$ cat src/rtl/dmem_arbiter.sv
// dmem_arbiter: shares the single-port data memory (RAM + LED register) between
// the CPU load/store path (m0) and the DMA/boot-loader port (m1).
// The arbiter alternates on ties, supports locked bursts with a hold limit,
// and returns read data registered one cycle after acceptance.
module dmem_arbiter #(
  parameter int MAX_LOCK = 16,
  parameter int CNT_W    = 5
) (
  input  logic        clk,
  input  logic        reset_n,
  input  logic        m0_req,
  input  logic        m0_we,
  input  logic        m0_lock,
  input  logic [31:0] m0_addr,
  input  logic [31:0] m0_wdata,
  output logic        m0_gnt,
  output logic        m0_rvalid,
  output logic [31:0] m0_rdata,
  input  logic        m1_req,
  input  logic        m1_we,
  input  logic        m1_lock,
  input  logic [31:0] m1_addr,
  input  logic [31:0] m1_wdata,
  output logic        m1_gnt,
  output logic        m1_rvalid,
  output logic [31:0] m1_rdata,
  output logic        lock_timeout,
  output logic        MemRead,
  output logic        MemWrite,
  output logic [31:0] Address,
  output logic [31:0] Write_data,
  input  logic [31:0] Read_data
);

  localparam logic [1:0] IDLE = 2'd0;
  localparam logic [1:0] OWN0 = 2'd1;
  localparam logic [1:0] OWN1 = 2'd2;

  localparam logic [CNT_W-1:0] MAX_CNT = CNT_W'(MAX_LOCK);

  logic [1:0]       state_q, state_d;
  logic             last_q, last_d;      // 1 = m1 was granted last
  logic [CNT_W-1:0] lock_cnt_q, lock_cnt_d;
  logic             timeout_q, timeout_d;
  logic             rvalid0_q, rvalid1_q;
  logic [31:0]      rdata0_q, rdata1_q;
  logic [CNT_W-1:0] cnt_inc;
  logic             acc_lock;

  assign cnt_inc = lock_cnt_q + CNT_W'(1);

  // Grant selection: owner-only while locked, alternate on ties when idle.
  always_comb begin
    m0_gnt = 1'b0;
    m1_gnt = 1'b0;
    case (state_q)
      OWN0:    m0_gnt = m0_req;
      OWN1:    m1_gnt = m1_req;
      default: begin
        if (m0_req && m1_req) begin
          m0_gnt = last_q;
          m1_gnt = ~last_q;
        end else begin
          m0_gnt = m0_req;
          m1_gnt = m1_req;
        end
      end
    endcase
  end

  // Memory drive: route the granted requester, otherwise park everything at zero.
  always_comb begin
    MemRead    = 1'b0;
    MemWrite   = 1'b0;
    Address    = 32'd0;
    Write_data = 32'd0;
    acc_lock   = 1'b0;
    if (m0_gnt) begin
      MemRead    = ~m0_we;
      MemWrite   = m0_we;
      Address    = m0_addr;
      Write_data = m0_wdata;
      acc_lock   = m0_lock;
    end else if (m1_gnt) begin
      MemRead    = ~m1_we;
      MemWrite   = m1_we;
      Address    = m1_addr;
      Write_data = m1_wdata;
      acc_lock   = m1_lock;
    end
  end

  // Next-state: ownership, tie-break history and lock-hold counting.
  always_comb begin
    state_d    = state_q;
    last_d     = last_q;
    lock_cnt_d = lock_cnt_q;
    timeout_d  = 1'b0;
    if (m0_gnt || m1_gnt) begin
      last_d = m1_gnt;
      if (acc_lock && (cnt_inc < MAX_CNT)) begin
        state_d    = m1_gnt ? OWN1 : OWN0;
        lock_cnt_d = cnt_inc;
      end else begin
        // Either an unlocked access or the hold limit was reached.
        state_d    = IDLE;
        lock_cnt_d = '0;
        timeout_d  = acc_lock;
      end
    end else if ((state_q == OWN0 && !m0_req && !m0_lock) ||
                 (state_q == OWN1 && !m1_req && !m1_lock)) begin
      state_d    = IDLE;
      lock_cnt_d = '0;
    end
  end

  // Control registers.
  always_ff @(posedge clk or negedge reset_n) begin
    if (!reset_n) begin
      state_q    <= IDLE;
      last_q     <= 1'b1;
      lock_cnt_q <= '0;
      timeout_q  <= 1'b0;
    end else begin
      state_q    <= state_d;
      last_q     <= last_d;
      lock_cnt_q <= lock_cnt_d;
      timeout_q  <= timeout_d;
    end
  end

  // Read return: capture memory data on an accepted read, pulse rvalid next cycle.
  always_ff @(posedge clk or negedge reset_n) begin
    if (!reset_n) begin
      rvalid0_q <= 1'b0;
      rvalid1_q <= 1'b0;
      rdata0_q  <= 32'd0;
      rdata1_q  <= 32'd0;
    end else begin
      rvalid0_q <= m0_gnt && !m0_we;
      rvalid1_q <= m1_gnt && !m1_we;
      if (m0_gnt && !m0_we) rdata0_q <= Read_data;
      if (m1_gnt && !m1_we) rdata1_q <= Read_data;
    end
  end

  assign m0_rvalid    = rvalid0_q;
  assign m1_rvalid    = rvalid1_q;
  assign m0_rdata     = rdata0_q;
  assign m1_rdata     = rdata1_q;
  assign lock_timeout = timeout_q;

endmodule

$ cat config.mk
export PLATFORM = sky130hd
export DESIGN_NAME = dmem_arbiter
export DESIGN_NICKNAME = d
export VERILOG_FILES = /design/src/rtl/dmem_arbiter.sv
export SDC_FILE = /design/constraint.sdc
export NUM_CORES = 1
export LEC_CHECK = 0
export CAP_MARGIN = 20
export CORE_ASPECT_RATIO = 0.5
export CORE_MARGIN = 3
export CORE_UTILIZATION = 33
export DETAILED_ROUTE_END_ITERATION = 8
export PLACE_DENSITY = 0.86
export RECOVER_POWER = 50
export SYNTH_ARGS = -nofsm -noshare
export SYNTH_HDL_FRONTEND = slang
export SYNTH_SLANG_ARGS = --single-unit
$ cat constraint.sdc
create_clock -name clk -period 2.2 [get_ports clk]
set_clock_uncertainty 0.05 [all_clocks]
set_input_delay 0.22 -clock clk [delete_from_list [all_inputs] [get_ports clk]]
set_output_delay 0.22 -clock clk [all_outputs]
set_load 0.005 [all_outputs]
Word-level counts from Yosys, hierarchy flattened
Index checks and enable logic that the tools add are counted.
- register bits: 75
- bits in latches: 0
- RAM bits: 0
- ROM bits: 0
- input port bits: 168
- output and inout bits: 135
- logic and storage cells: 55
- memories: 0
- add/sub/neg operators: 1
- multiply operators: 0
- divide/modulo/power cells: 0
- order comparisons: 1
- equal/unequal tests: 2
- shifts and indexed selects: 0
- muxes and demuxes: 23
- bitwise operators: 3
- reduce and logical (&&, ||, !) cells: 17
- operators by type and width (kind ; number):
    $mux W32 ; 4
    $mux W5 ; 3
    $mux W1 ; 10
    $logic_and A1 B1 Y1 ; 8
    $mux W2 ; 4
    $logic_not A1 Y1 ; 6
    $add A5 B1 Y5 const B ; 1
    $lt A5 B5 Y1 const B ; 1
    $pmux W1 S2 ; 2
    $not A1 Y1 ; 3
    $eq A2 B1 Y1 const B ; 1
    $eq A2 B2 Y1 const B ; 1
    $logic_or A1 B1 Y1 ; 2
    $reduce_bool A2 Y1 ; 1

Logic depth before layout (Yosys ltp)
- word-level depth: 8
- mapped depth: 10
- mapped depth without buffers: 7

Worst setup path before layout
OpenSTA, ideal clock, no wires.
- path kind: reg-to-output
- start point: reg state_q[0]
- end point: out Address[0]
- arrival: 1809 ps
- required time: 1930 ps
- path slack: 121 ps
- cell stages (with the launch flop): 11
- path buffers: 3
- path through: dfrtp_1 -> inv_1 -> ha_1 -> and3b_1 -> or2_1 -> buf_6 -> clkinv_2 -> nor2_2 -> buf_6 -> buf_6 -> a22o_1
- cells in the longest elaborated chain, start to end: 4
- elaborated cells between the ends (all ways): 6
- those cells by class: eq/ne (2); mux (4)
- RTL lines (element ; RTL line ; source):
    start: declaration ; 41 ; logic [1:0] state_q, state_d;
    start signal: assignment ; 125 ; state_q <= state_d;
    $eq A2 B2 Y1 or $eq A2 B1 Y1 (tied branches) ; 56 ; case (state_q)
    $pmux W1 S2 ; 56 ;
    $mux W32 ; 84 ; end else if (m1_gnt) begin
    $mux W32 (*) ; 78 ; if (m0_gnt) begin
    end: declaration ; 30 ; output logic [31:0] Address,
Mark *: on every way between the ends. The rest lies on a longest branch, timed or not.

Worst setup path after layout
- start point: reg state_q[1]
- end point: out Address[15]
The elaborated chain is that of the path after synthesis.

==> impl_metrics.tcl <==
set metrics [dict create \
    die_w_um 155.8 \
    ctsHtreeMaxLevel 3 \
    die_h_um 80.89 \
    p_comb_share_pct 62.6 \
    syn_to_final_growth_pct 105.0 \
    n_fill_cell 695 \
    grt_remaining_overflow 0 \
    drtAntennaViolNets 0 \
    violations "negative setup slack" \
    status "finished with violations" \
    leakagePower_nw 3.362 \
    grt_first_pass_wirelength_mm 23.78 \
    synth_area_leaders "dfrtp_1 (50%), mux2_2 (17%), a22o_1 (16%)" \
    clock_latency_ns 0.34 \
    async_flop_share_pct 100.0 \
    root_buffer "clkbuf_16" \
    cap_violations 0 \
    pre_cts_ws_ns -0.4512 \
    syn-num-nets 449 \
    start_util_pct 35.01 \
    multi_input_area_um2 1650 \
    viasPerCell 5.053 \
    worst_pin_slew_ns 1.227 \
    start_kind "register" \
    rows 26 \
    gp_routability_congestion 0.9847 \
    p_int_mw 7.422 \
    arrival_ns 2.33 \
    clkSinkCount 75 \
    grt_max_degree 43 \
    p_clk_share_pct 15.4 \
    final_layout_size_suffix_gt1_share_pct 32.96 \
    period_minus_slack_ns 2.602 \
    via_count 3896 \
    holdWs_ns 0.4302 \
    cts_tree "yes" \
    cts_made_buffers 9 \
    grt_pass1_vias 4006 \
    synth_edf_count 0 \
    clk_pin_slew_ns 0.06 \
    netlist.area_leader.share_pct 50.03 \
    hold_violations 0 \
    setup_viol 79 \
    core_um2 10570 \
    power_frac_seq_pct 22.0 \
    first_pass_iters 5 \
    holdCritPathClass "reg2reg" \
    syn-instance-count 278 \
    yosysWarnings 0 \
    clockBufferDepth 2 \
    regArea_um2 1878 \
    seq_area_frac_synth_pct 50.74 \
    n_antenna_cell 0 \
    power.switching_mw 3.686 \
    ios 303 \
    required_ns 1.93 \
    rsz0062_at_grt "true" \
    hpwl_mm 12.03 \
    power_density_nw_per_um2 1464 \
    nNetsFinal 797 \
    drc 0 \
    setup_slack_ns -0.4021 \
    drtIter0Drc 215 \
    synth_top_area_cell "dfrtp_1" \
    portBuffers 302 \
    cp_max_fo 6 \
    ir_drop_mv 0.8332 \
    post_drt_wl_per_cell_um 23.23 \
    cp-end-kind "output pin" \
    criticalPathCategory "reg2out" \
    syn_avg_cell_area_um2 13.31 \
    finalMaxSlewViolations 0 \
    grtUsageTotal_pct 25.11 \
    synthFlopType "dfrtp_1" \
    relSlewSlack_pct 18.18 \
    post-route-period-util_pct 118.3 \
    swShare_pct 33.18 \
    synth_cell_types 32 \
    totalWireLength_mm 17.91 \
    synth_area_um2 3701 \
    timing.fmax_mhz 384.3 \
    dieArea_um2 12600 \
    antenna_found_initial 0 \
    synth_seq_cells 75 \
]
worst paths after layout:
| kind | start | end | slack (ns) | depth (start not counted) |
|---|---|---|---|---|
| hold reg to reg | m1_rdata[21]$_DFFE_PN0P_ | m1_rdata[21]$_DFFE_PN0P_ | 0.43 | 1 |
| hold / removal | m1_rdata[21]$_DFFE_PN0P_ | m1_rdata[21]$_DFFE_PN0P_ | 0.43 | 1 |
| setup reg to reg | state_q[1]$_DFFE_PN0P_ | m1_rdata[15]$_DFFE_PN0P_ | -0.01 | 8 |
| setup / recovery | state_q[1]$_DFFE_PN0P_ | Address[15] | -0.40 | 10 |
| min in group asynchronous | reset_n | m0_rdata[22]$_DFFE_PN0P_ | 0.61 | 2 |
| max in group asynchronous | reset_n | m0_rdata[3]$_DFFE_PN0P_ | 0.18 | 3 |
through the flow:
stage / total power, mW / setup TNS, ns / cells / area (um2) / util (%)
finish: 11.11 / -20.41 / 771 / 7587 / 71.76
global route: 11.63 / -29.64 / 771 / 7587 / 71.76
CTS: 10.70 / -15.94 / 762 / 7403 / 70.02
detailed placement: 8.485 / -25.46 / 724 / 6937 / 65.61
global placement: 8.327 / -20.81 / 724 / 6937 / 65.61
floorplan: 4.927 / 0 / 278 / 3701 / -
critical path, stage by stage (launching register included):
cell	delay, ns
dfrtp_1	0.42
ha_4	0.28
and3b_1	0.19
or2_4	0.26
inv_4	0.09
nor2_4	0.06
buf_6	0.12
buf_8	0.12
buf_6	0.12
a22o_1	0.19
buf_2	0.13
state kept, by name (all words and copies together) (netlist names):
name and cells:
lock_timeout 1, lock_cnt_q 5, last_q 1, m1_rdata 32, m0_rdata 32, state_q 2, m1_rvalid 1, m0_rvalid 1
synthesized netlist by cell type, drive strengths merged (3+ instances only):
cell type and number:
a21oi 3, inv 9, nor2 8, a22o 66, ha 3, mux2 65, buf 21, nand3 4
o21ai 5, dfrtp 74
power groups by stage:
stage	logic (mW)	registers [mW]	clock network, mW
global route	7.31	2.52	1.80
floorplan	2.47	2.45	0
global placement	5.94	2.39	0
CTS	6.58	2.42	1.70
detailed placement	6.06	2.42	0
finish	6.96	2.44	1.71
kinds of logic (layout without fill, tap and decap cells):
family                   count (synthesis)  in the layout  share of synthesized area [%]
AND/OR/NAND/NOR                         21             21                          3.550
XOR/XNOR                                 1              1                         0.2367
flip-flops                              75             75                          50.74
AO/OA/AOI/OAI                           81             81                          18.29
multiplexers                            66             66                          20.05
adder cells (fa/ha/maj)                  3              3                          1.014
buffers and inverters                   31            384                          6.119
per-layer routing:
layer  up-vias  wire (um)  part of all wire [%]  GRT usage (%)
met5         -          0                     0              0
met4         0        492                   2.7          9.339
met3        37        973                   5.4          5.322
met2       166       9574                    53          46.80
met1      1935       6870                    38          28.88
li1       1758          -                     -              -
layout by cell type, fill, tap and decap left out, types with 3 or more instances in the layout:
master,netlist,routed
a21oi_1,3,3
a22o_1,66,65
buf_12,0,6
buf_16,0,8
buf_2,3,64
buf_4,8,22
buf_6,10,11
buf_8,0,4
bufinv_16,0,3
clkbuf_16,0,14
clkdlybuf4s50_1,0,213
dfrtp_1,74,74
dlygate4sd3_1,0,21
inv_1,9,8
mux2_1,8,8
mux2_2,57,57
nand3_1,4,4
nor2_1,5,5
timing repair:
action | CTS | global route
pin swaps | 29 | 13
gates resized for setup | 303 | 16
endpoints found under the setup margin | 132 | 133
buffers inserted | 13 | 8
hold endpoints to repair | 18 | 0
hold buffers | 1 | 0
gates cloned | 9 | 5
area by class of cell:
| class | instances | share of cell area [%] |
|---|---|---|
| Inverter | 10 | 0.5277 |
| Clock buffer | 9 | 2.968 |
| Timing Repair Buffer | 358 | 46.16 |
| Tap cell | 140 | 2.309 |
| Sequential cell | 75 | 24.75 |
| Multi-Input combinational cell | 172 | 21.75 |
| Clock inverter | 7 | 1.534 |
Power figures use the tool's default switching activity.
